$ cat config.mk
export PLATFORM = sky130hd
export DESIGN_NAME = keyboard_key_tracker
export DESIGN_NICKNAME = d
export VERILOG_FILES = /design/src/rtl/keyboard_key_tracker.sv
export SDC_FILE = /design/constraint.sdc
export NUM_CORES = 1
export LEC_CHECK = 0
export ABC_AREA = 1
export CAP_MARGIN = 20
export CORE_MARGIN = 4
export CORE_UTILIZATION = 49
export CTS_CLUSTER_SIZE = 20
export DETAILED_ROUTE_END_ITERATION = 8
export HOLD_SLACK_MARGIN = 0.03
export PLACE_DENSITY = 0.76
export SLEW_MARGIN = 25
export SYNTH_ARGS = -nofsm -noshare
export SYNTH_HDL_FRONTEND = slang
export SYNTH_SLANG_ARGS = --single-unit
$ cat constraint.sdc
create_clock -name clk -period 1.65 [get_ports clk]
set_clock_uncertainty 0.15 [all_clocks]
set_input_delay 0.33 -clock clk [delete_from_list [all_inputs] [get_ports clk]]
set_output_delay 0.33 -clock clk [all_outputs]
set_load 0.01 [all_outputs]
$ cat src/rtl/keyboard_key_tracker.sv
// rtl/keyboard_key_tracker.sv - make/break key-state tracker with typematic filtering and break timeout
module keyboard_key_tracker #(
    parameter int                           NUM_KEYS       = 4,
    parameter int                           CODE_W         = 16,
    parameter logic [NUM_KEYS*CODE_W-1:0]   KEY_CODES      = {16'h3541, 16'h3239, 16'h3143, 16'h3233},
    parameter logic [CODE_W-1:0]            RELEASE_CODE   = 16'h4630,
    parameter int                           TIMEOUT_CYCLES = 2_000_000
) (
    input  logic                clk,
    input  logic                rst,
    input  logic [CODE_W-1:0]   code,
    input  logic                code_valid,
    input  logic                flush,
    output logic [NUM_KEYS-1:0] key_held,
    output logic [NUM_KEYS-1:0] key_pressed,
    output logic [NUM_KEYS-1:0] key_released,
    output logic                unknown_code,
    output logic                break_pending
);

    localparam int               CNT_W    = $clog2(TIMEOUT_CYCLES);
    localparam logic [CNT_W-1:0] CNT_LOAD = CNT_W'(TIMEOUT_CYCLES - 1);

    typedef enum logic {MAKE, BREAK} state_t;

    state_t              state_q, state_d;
    logic [CNT_W-1:0]    cnt_q, cnt_d;
    logic [NUM_KEYS-1:0] held_d, pressed_d, released_d;
    logic                unknown_d;
    logic [NUM_KEYS-1:0] match;
    logic                is_release;

    // Duplicate key codes simply light several match bits, so all copies move together.
    for (genvar i = 0; i < NUM_KEYS; i++) begin : g_match
        assign match[i] = (code == KEY_CODES[i*CODE_W +: CODE_W]);
    end

    assign is_release = (code == RELEASE_CODE);

    always_comb begin
        state_d    = state_q;
        cnt_d      = cnt_q;
        held_d     = key_held;
        pressed_d  = '0;
        released_d = '0;
        unknown_d  = 1'b0;
        if (flush) begin
            held_d  = '0;
            state_d = MAKE;
            cnt_d   = '0;
        end else begin
            case (state_q)
                MAKE: begin
                    if (code_valid) begin
                        if (is_release) begin
                            state_d = BREAK;
                            cnt_d   = CNT_LOAD;
                        end else if (|match) begin
                            pressed_d = match & ~key_held;
                            held_d    = key_held | match;
                        end else begin
                            unknown_d = 1'b1;
                        end
                    end
                end
                BREAK: begin
                    // A word arriving on the expiry cycle is still treated as part of the break.
                    if (code_valid) begin
                        if (is_release) begin
                            cnt_d = CNT_LOAD;
                        end else begin
                            state_d = MAKE;
                            cnt_d   = '0;
                            if (|match) begin
                                released_d = match & key_held;
                                held_d     = key_held & ~match;
                            end else begin
                                unknown_d = 1'b1;
                            end
                        end
                    end else if (cnt_q == '0) begin
                        state_d = MAKE;
                    end else begin
                        cnt_d = cnt_q - 1'b1;
                    end
                end
                default: begin
                    state_d = MAKE;
                    cnt_d   = '0;
                end
            endcase
        end
    end

    always_ff @(posedge clk) begin
        if (rst) begin
            state_q      <= MAKE;
            cnt_q        <= '0;
            key_held     <= '0;
            key_pressed  <= '0;
            key_released <= '0;
            unknown_code <= 1'b0;
        end else begin
            state_q      <= state_d;
            cnt_q        <= cnt_d;
            key_held     <= held_d;
            key_pressed  <= pressed_d;
            key_released <= released_d;
            unknown_code <= unknown_d;
        end
    end

    assign break_pending = (state_q == BREAK);

endmodule

==> run metrics, run 1 <==
Tot GR Track Use 0.271; CP startpoint kind input pin; Core ar. 4380 sq um; IO buf count 33; failing checks negative setup slack; TritonCTS buffer count 5; Yosys top cell by area dfxtp_1; root buffer cell clkbuf_8; synthesized area 2250 sq um; ANT cells 0; Post-synth EDFFs 0; H-tree Lvls 2; post-DR vias/cell 5.47; slew margin rel. 0.806; pre-CTS WS -447 ps; Yosys warnings 0; hpwl dp 4950 um; Top FF cell, synth dfxtp_1; post-route cell area 3690 sq um; Starting DRT DRC Count 166; Final Cycle Share 1.04; final critical-path required period 1710 ps; Max-cap violations 0; multi-input logic area 1670 sq um; final setup fails 5; drt total wl 8100 um; RePlAce Congestion 0.903; final hold vios 0; number of global-route vias before repair 2629; Crit Path Class in2reg; first-pass GRT wire length 11700 um; Worst Hold Class reg2reg; top cells by area, synth dfxtp_1 (31%), nor2_1 (14%), nand2_1 (12%), nand3_1 (8.7%), inv_1 (6.7%); Critical Path Fanout Max 4; Layout Cells excl Fill 516; Die X 75.7 um; post-synthesis async set-or-reset flop share 0; Mapped Cells 355; Leak 1.82 nW; IO Pins 34; fin nets 484; area post-placement 3090 sq um; Critical Path AT 1750 ps; Register Area 716 sq um; Unique masters post-synth 31; setup ws final -58.9 ps; Worst-Margin Slew 288 ps; Max Root-Sink Buffers 2; share of cells above drive strength 1 0.416; Remaining DRCs 0; Crit. End Element flip-flop; # clock sinks 35; fmax 585 MHz; initial antenna violation count 0; Chip Height 75.7 um; area grow syn2layout 64.4%; power per cell area 540 nW/um^2; FF+latch count, synth 35; Initial DRT Pass Iterations 4; grt total ovfl 0; overall power of the completed layout 1.99 mW; num rows 24; syn_area_per_cell 6.33 sq um; Post-Place Cells 490; fill cell total of the finished layout 228; Slew Viols, Final 0; Initial Util 0.512; Synth Net Count 376; die area 5730 sq um; top-area cell type share of the netlist area 0.312; most frequent cells in the layout buf_4 (67), nand2_1 (61), nor2_1 (52); Hold WS 330 ps; status complete, but fails checks; hold buffers post-CTS 0; antenna viol nets, final 0; DR WL/cell 15.7 um; most common cell after layout, fill and taps aside buf_4; CTS tree yes; total number of vias 2820; worst vdd ir 0.509 mV; Layout Utilization 0.842; largest net degree at the start of global routing 15; Setup TNS Final -111 ps; RSZ-0062 raised after global routing yes; Worst EP required 1690 ps; sequential cell area fraction in the yosys report 0.312; clk_lat worst skew 300 ps; clock transition at the registers of the reported paths 80 ps
-- repair_timing --
| item | 4_1_cts | 5_1_grt |
|---|---|---|
| buffers inserted | 13 | 7 |
| cloned | 1 | 0 |
| endpoints found under the setup margin | 39 | 35 |
| gates resized for setup | 60 | 71 |
| pin swaps | 25 | 37 |
-- critical path: stages --
cell and delay (ps):
dlygate4sd2_1 210, inv_1 50, nor2_2 120, buf_4 120, buf_4 90, nand2_1 50, nor2_1 180, nand2_2 120
nor2_1 120, nor2_1 80, nor3_1 260
-- power breakdown --
part / switching [mW] / total (mW) / internal, mW
logic: 0.217 / 0.403 / 0.186
registers: 0.00634 / 0.854 / 0.848
clock network: 0.354 / 0.735 / 0.381
total: 0.578 / 1.99 / 1.41
-- cells in the mapped netlist, drive strengths merged, types with 2 or more instances --
master / number
nand2: 82
nand3: 39
nor3b: 3
clkbuf: 4
xnor2: 2
or2: 2
o21ai: 4
nor2: 88
buf: 3
inv: 43
a21oi: 19
dfxtp: 35
nor3: 14
o21bai: 11
-- final timing paths --
path | cells past startpoint | end | startpoint | slack, ps
worst min register to register | 1 | key_pressed[1] | flip-flop | 330
worst max register to register | 9 | cnt_q[3] | cnt_q[10] | -10
worst min-delay path | 1 | key_pressed[1] | flip-flop | 330
worst max-delay path | 11 | flip-flop | code[10] | -60
-- metal layers --
layer  vias to the layer above  track usage  part of all wire
li1                       1339            -                 -
met1                      1293        0.301              0.38
met2                       148        0.501              0.50
met3                        40       0.0554             0.076
met4                         0        0.105             0.045
met5                         -            0                 0
-- final cells by class --
cell class,count,share of cell area
clock buffers,7,0.0261
clock inverters,1,0.00203
inverters,44,0.0454
multi-input cells,269,0.453
flip-flops and latches,35,0.194
well taps,52,0.0176
repair buffers,108,0.262
-- kinds of logic after synthesis --
family | after synthesis | share of synthesized area
compound gates | 36 | 0.119
xor+xnor | 3 | 0.0117
fa+ha+maj | 1 | 0.00557
buf+inv | 51 | 0.0925
flops | 35 | 0.312
simple gates | 229 | 0.459
Note: power is estimated with default switching activity, not from simulation.
==> inputs of run 2 (changes only) <==
--- a/config.mk
+++ b/config.mk
@@ -7,7 +7,6 @@
 export LEC_CHECK = 0
 export ABC_AREA = 1
 export CAP_MARGIN = 20
-export CORE_MARGIN = 4
 export CORE_UTILIZATION = 49
 export CTS_CLUSTER_SIZE = 20
 export DETAILED_ROUTE_END_ITERATION = 8
==> constraint.sdc (replaced) <==
create_clock -name clk -period 1.65 [get_ports clk]
set_clock_uncertainty 0.15 [all_clocks]
set_input_delay 0.165 -clock clk [delete_from_list [all_inputs] [get_ports clk]]
set_output_delay 0.165 -clock clk [all_outputs]
set_load 0.01 [all_outputs]
==> run metrics, run 2 (synthesized netlist as in run 1, its figures left out) <==
worst-case reg-to-reg path depth 9; number of global-route vias before repair 2445; Starting DRT DRC Count 165; clock transition at the registers of the reported paths 80 ps; initial antenna violation count 0; Worst Hold Class in2reg; ANT cells 0; slew margin rel. 0.799; DR WL/cell 13.3 um; IO Pins 34; Worst-Margin Slew 301 ps; Tot GR Track Use 0.264; Critical Path Fanout Max 8; Core ar. 4380 sq um; crit path from code[9]; hpwl dp 4620 um; Remaining DRCs 0; grt total ovfl 0; H-tree Lvls 2; Slew Viols, Final 0; CTS tree yes; worst vdd ir 0.430 mV; CP max-delay cell clkdlybuf4s50_1; Buf/Inv on CP 3; RePlAce Congestion 0.831; Max Root-Sink Buffers 2; RSZ-0062 raised after global routing yes; Crit Path Class in2reg; Initial DRT Pass Iterations 5; final hold vios 0; IO buf count 33; status complete, but fails checks; Hold Path Sink key_pressed[2]; largest net degree at the start of global routing 21; total number of vias 2590; CP startpoint kind input pin; CP peak stage delay 490 ps; worst min-delay path startpoint code[2]; Initial Util 0.512; Leak 1.56 nW; delay-heaviest family, CP simple AND/OR/NAND/NOR gates; worst r2r src cnt_q[1]; Chip Height 69.7 um; FF-to-FF setup slack 0 ps; pre-CTS WS -351 ps; Max-cap violations 0; first-pass GRT wire length 10400 um; post-DR vias/cell 5.18; Die X 69.7 um; die area 4860 sq um; antenna viol nets, final 0; TritonCTS buffer count 5; # clock sinks 35; Final Cycle Share 1.01; fmax 603 MHz; fin nets 468; final setup fails 2; failing checks negative setup slack; power per cell area 548 nW/um^2; area grow syn2layout 50.8%; clk_lat worst skew 290 ps; Worst EP required 1690 ps; setup ws final -9.10 ps; crit path cell chain clkdlybuf4s50_1 > inv_1 > nor2_2 > nand2_1 > nor2_2 > nand2_2 > nand2_2 > nand2_4 > buf_6 > nand3_1 > a21oi_2; Hold WS 227 ps; final critical-path required period 1660 ps; root buffer cell clkbuf_8; reg2reg end cnt_q[7]; most frequent cells in the layout nor2_1 (66), nand2_1 (66), buf_4 (54); Critical Path AT 1700 ps; share of cells above drive strength 1 0.326; hold path cells 5; num rows 24; Crit. End Element flip-flop; drt total wl 6630 um
-- run 2: cell count changes in the layout (fill, tap and decap cells not counted), moves of 3 or more --
cell             delta
clkdlybuf4s50_1    +22
dlygate4sd2_1      -21
nor2_1             +14
buf_4              -13
nor2_2              -7
nor2_4              -7
nand2_4             -6
nand2_1             +5
buf_12              -4
dfxtp_1             +4
inv_1               +3
inv_2               -3
-- run 2: layer usage --
metal	track usage	routed length, um	vias up	part of all wire
met4	0.113	214	0	0.032
li1	-	-	1318	-
met5	0	0	-	0
met2	0.484	3410	76	0.51
met1	0.300	2660	1179	0.40
met3	0.0451	338	17	0.051
-- run 2: where the power goes --
part / internal [mW] / switching, mW
logic: 0.167 / 0.193
registers: 0.850 / 0.00640
clock network: 0.294 / 0.343
-- run 2: final cells by class --
class,instances,area (sq um)
Multi-Input combinational cell,270,1560
Fill cell,315,998
Timing Repair Buffer,91,797
Sequential cell,35,706
Inverter,44,165
Clock buffer,5,68.8
Tap cell,52,65.1
Clock inverter,3,20.0
-- run 2: worst max path at each step --
stage / to / cells past startpoint
final: cnt_q[13] / 11
after global routing: cnt_q[10] / 11
after CTS: cnt_q[8] / 9
after detailed placement: cnt_q[10] / 10
after global placement: cnt_q[9] / 11
after floorplan: cnt_q[3] / 10
-- run 2: repair_timing --
action                     in CTS  in global routing
hold buffers                    0                  0
gates cloned                    0                  2
pin swaps                       4                 19
buffers inserted                1                  4
resized for setup               9                 54
setup endpoints to repair      21                 33
-- run 2: metrics by stage --
step	TNS, ps	utilization	cells	power, mW	area [sq um]
floorplan	0	-	355	1.06	2250
CTS	-179	0.715	494	1.82	3130
detailed placement	-9450	0.685	485	1.19	3000
global route	-1020	0.772	500	1.92	3390
finish	-11.8	0.772	500	1.85	3390
global placement	-7060	0.685	485	1.18	3000
-- run 2: tightest hold or removal path: cells and delay by family --
kind,cells,cell delay [ps]
and+or+nand+nor,4,320
buffers and inverters,1,140
==> inputs of run 3 (changes only) <==
--- a/config.mk
+++ b/config.mk
@@ -8,9 +8,11 @@
 export ABC_AREA = 1
 export CAP_MARGIN = 20
 export CORE_UTILIZATION = 49
+export CTS_BUF_LIST = sky130_fd_sc_hd__clkbuf_16
 export CTS_CLUSTER_SIZE = 20
 export DETAILED_ROUTE_END_ITERATION = 8
 export HOLD_SLACK_MARGIN = 0.03
+export MAX_ROUTING_LAYER = met4
 export PLACE_DENSITY = 0.76
 export SLEW_MARGIN = 25
 export SYNTH_ARGS = -nofsm -noshare
==> run metrics, run 3 (synthesized netlist as in run 1, its figures left out) <==
Worst-Margin Slew 316 ps; die area 4860 sq um; total number of vias 2698; RePlAce Congestion 0.843; largest net degree at the start of global routing 21; final setup fails 5; setup ws final -72.2 ps; pre-CTS WS -351 ps; hold buffers post-CTS 0; hpwl dp 4620 um; Die X 69.7 um; Psw 0.590 mW; P_int 1.58 mW; area grow syn2layout 55.8%; Final Cycle Share 1.04; Critical Path AT 1790 ps; IO Pins 34; DR top layer met4; antenna viol nets, final 0; status complete, but fails checks; Core ar. 4380 sq um; IO buf count 33; Hold WS 226 ps; Crit. End Element flip-flop; Critical Path Fanout Max 5; CP peak stage delay 350 ps; H-tree Lvls 2; post-route cell area 3500 sq um; failing checks negative setup slack; Buf/Inv on CP 1; fill cell total of the finished layout 296; root buffer cell clkbuf_16; Max-cap violations 0; DR WL/cell 14.7 um; final hold vios 0; Initial DRT Pass Iterations 4; Setup TNS Final -116 ps; routed length on met2 3820 um; drt total wl 7360 um; Slew Viols, Final 0; most frequent CP cell nand2_8; num rows 24; Starting DRT DRC Count 169; Worst Hold Class in2reg; most frequent cells in the layout nand2_1 (66), nor2_1 (63), buf_4 (56); CTS tree yes; Register Area 706 sq um; RSZ-0062 raised after global routing yes; CP max-delay cell dfxtp_2; Remaining DRCs 0; Switching Fraction 0.272; Clock power frac 0.431; first-pass GRT wire length 10500 um; Crit Path Class reg2reg; Leak 1.63 nW; worst vdd ir 0.527 mV; final critical-path required period 1720 ps; FF-to-FF setup slack -70 ps; CP startpoint kind flip-flop; grt total ovfl 0; # clock sinks 35; TritonCTS buffer count 5; DR WL met3 339 um; Chip Height 69.7 um; Post-Place Cells 485; ANT cells 0; Logic pwr share 0.173; most common cell after layout, fill and taps aside nand2_1; Worst EP required 1720 ps; clock transition at the registers of the reported paths 60 ps; crit path cell chain nor2_4 > nand2_8 > nor2_8 > nand4_4 > nand2_8 > buf_6 > nand3_2 > a21oi_2; multi-input logic area 1600 sq um; slew margin rel. 0.789; post-DR vias/cell 5.37; fraction of power consumed by sequential logic 0.396; DRT met1 WL 2850 um; number of global-route vias before repair 2457; clk_lat worst skew 280 ps; Layout Cells excl Fill 502; fin nets 470; Initial Util 0.512; Tot GR Track Use 0.278; delay-heaviest family, CP simple AND/OR/NAND/NOR gates; power per cell area 620 nW/um^2; fmax 581 MHz; area post-placement 3000 sq um; Max Root-Sink Buffers 2; share of cells above drive strength 1 0.342; initial antenna violation count 0
-- run 3: changes by cell type in the layout (fill, tap and decap cells not counted), moves of 2 or more --
cell / previous run / this run
clkbuf_16: 0 / 5
clkbuf_8: 5 / 0
nand3_1: 34 / 29
nand3_2: 5 / 10
clkdlybuf4s50_1: 30 / 27
dlymetal6s2s_1: 3 / 6
nor2_1: 66 / 63
buf_4: 54 / 56
nor2_4: 6 / 8
-- run 3: path summary, 6_finish.rpt --
kind / startpoint / endpoint / depth (start not counted)
worst max-delay path: cnt_q[3] / cnt_q[7] / 8
worst min-delay path: code[2] / key_pressed[2] / 5
worst max register to register: cnt_q[3] / cnt_q[7] / 8
worst min register to register: flip-flop / key_pressed[1] / 1
-- run 3: stage by stage --
stage	power, mW	util
floorplan	1.06	-
global placement	1.18	0.685
detailed placement	1.19	0.685
CTS	2.11	0.727
global route	2.23	0.798
finish	2.17	0.798
-- run 3: worst reg2reg max path: stages (launching register included) --
cell     delay [ps]
dfxtp_2         350
nor2_4          200
nand2_8          90
nor2_8          140
nand4_4         150
nand2_8         170
buf_6           160
nand3_2         120
a21oi_2         140
-- run 3: cell type report --
cell class	instances	area share
multi-input cells	270	0.456
repair buffers	93	0.235
flip-flops and latches	35	0.202
inverters	44	0.0472
clock buffers	5	0.0358
well taps	52	0.0186
clock inverters	3	0.00572
-- run 3: repair_timing --
action                     4_1_cts  5_1_grt
buffers inserted                 1        6
cloned                           0        2
setup endpoints to repair       21       33
resized for setup                8       69
pin swaps                        3       26
-- run 3: power by group through the flow --
stage | Sequential [mW] | Combinational [mW] | Clock, mW
finish | 0.858 | 0.376 | 0.934
global route | 0.859 | 0.409 | 0.962
CTS | 0.857 | 0.327 | 0.928
detailed placement | 0.875 | 0.319 | 0
global placement | 0.875 | 0.310 | 0
floorplan | 0.877 | 0.180 | 0
-- run 3: per-layer routing --
| metal | up-vias | global-route usage |
|---|---|---|
| li1 | 1320 | - |
| met1 | 1256 | 0.310 |
| met2 | 93 | 0.492 |
| met3 | 29 | 0.0509 |
| met4 | 0 | 0.107 |
| met5 | - | - |
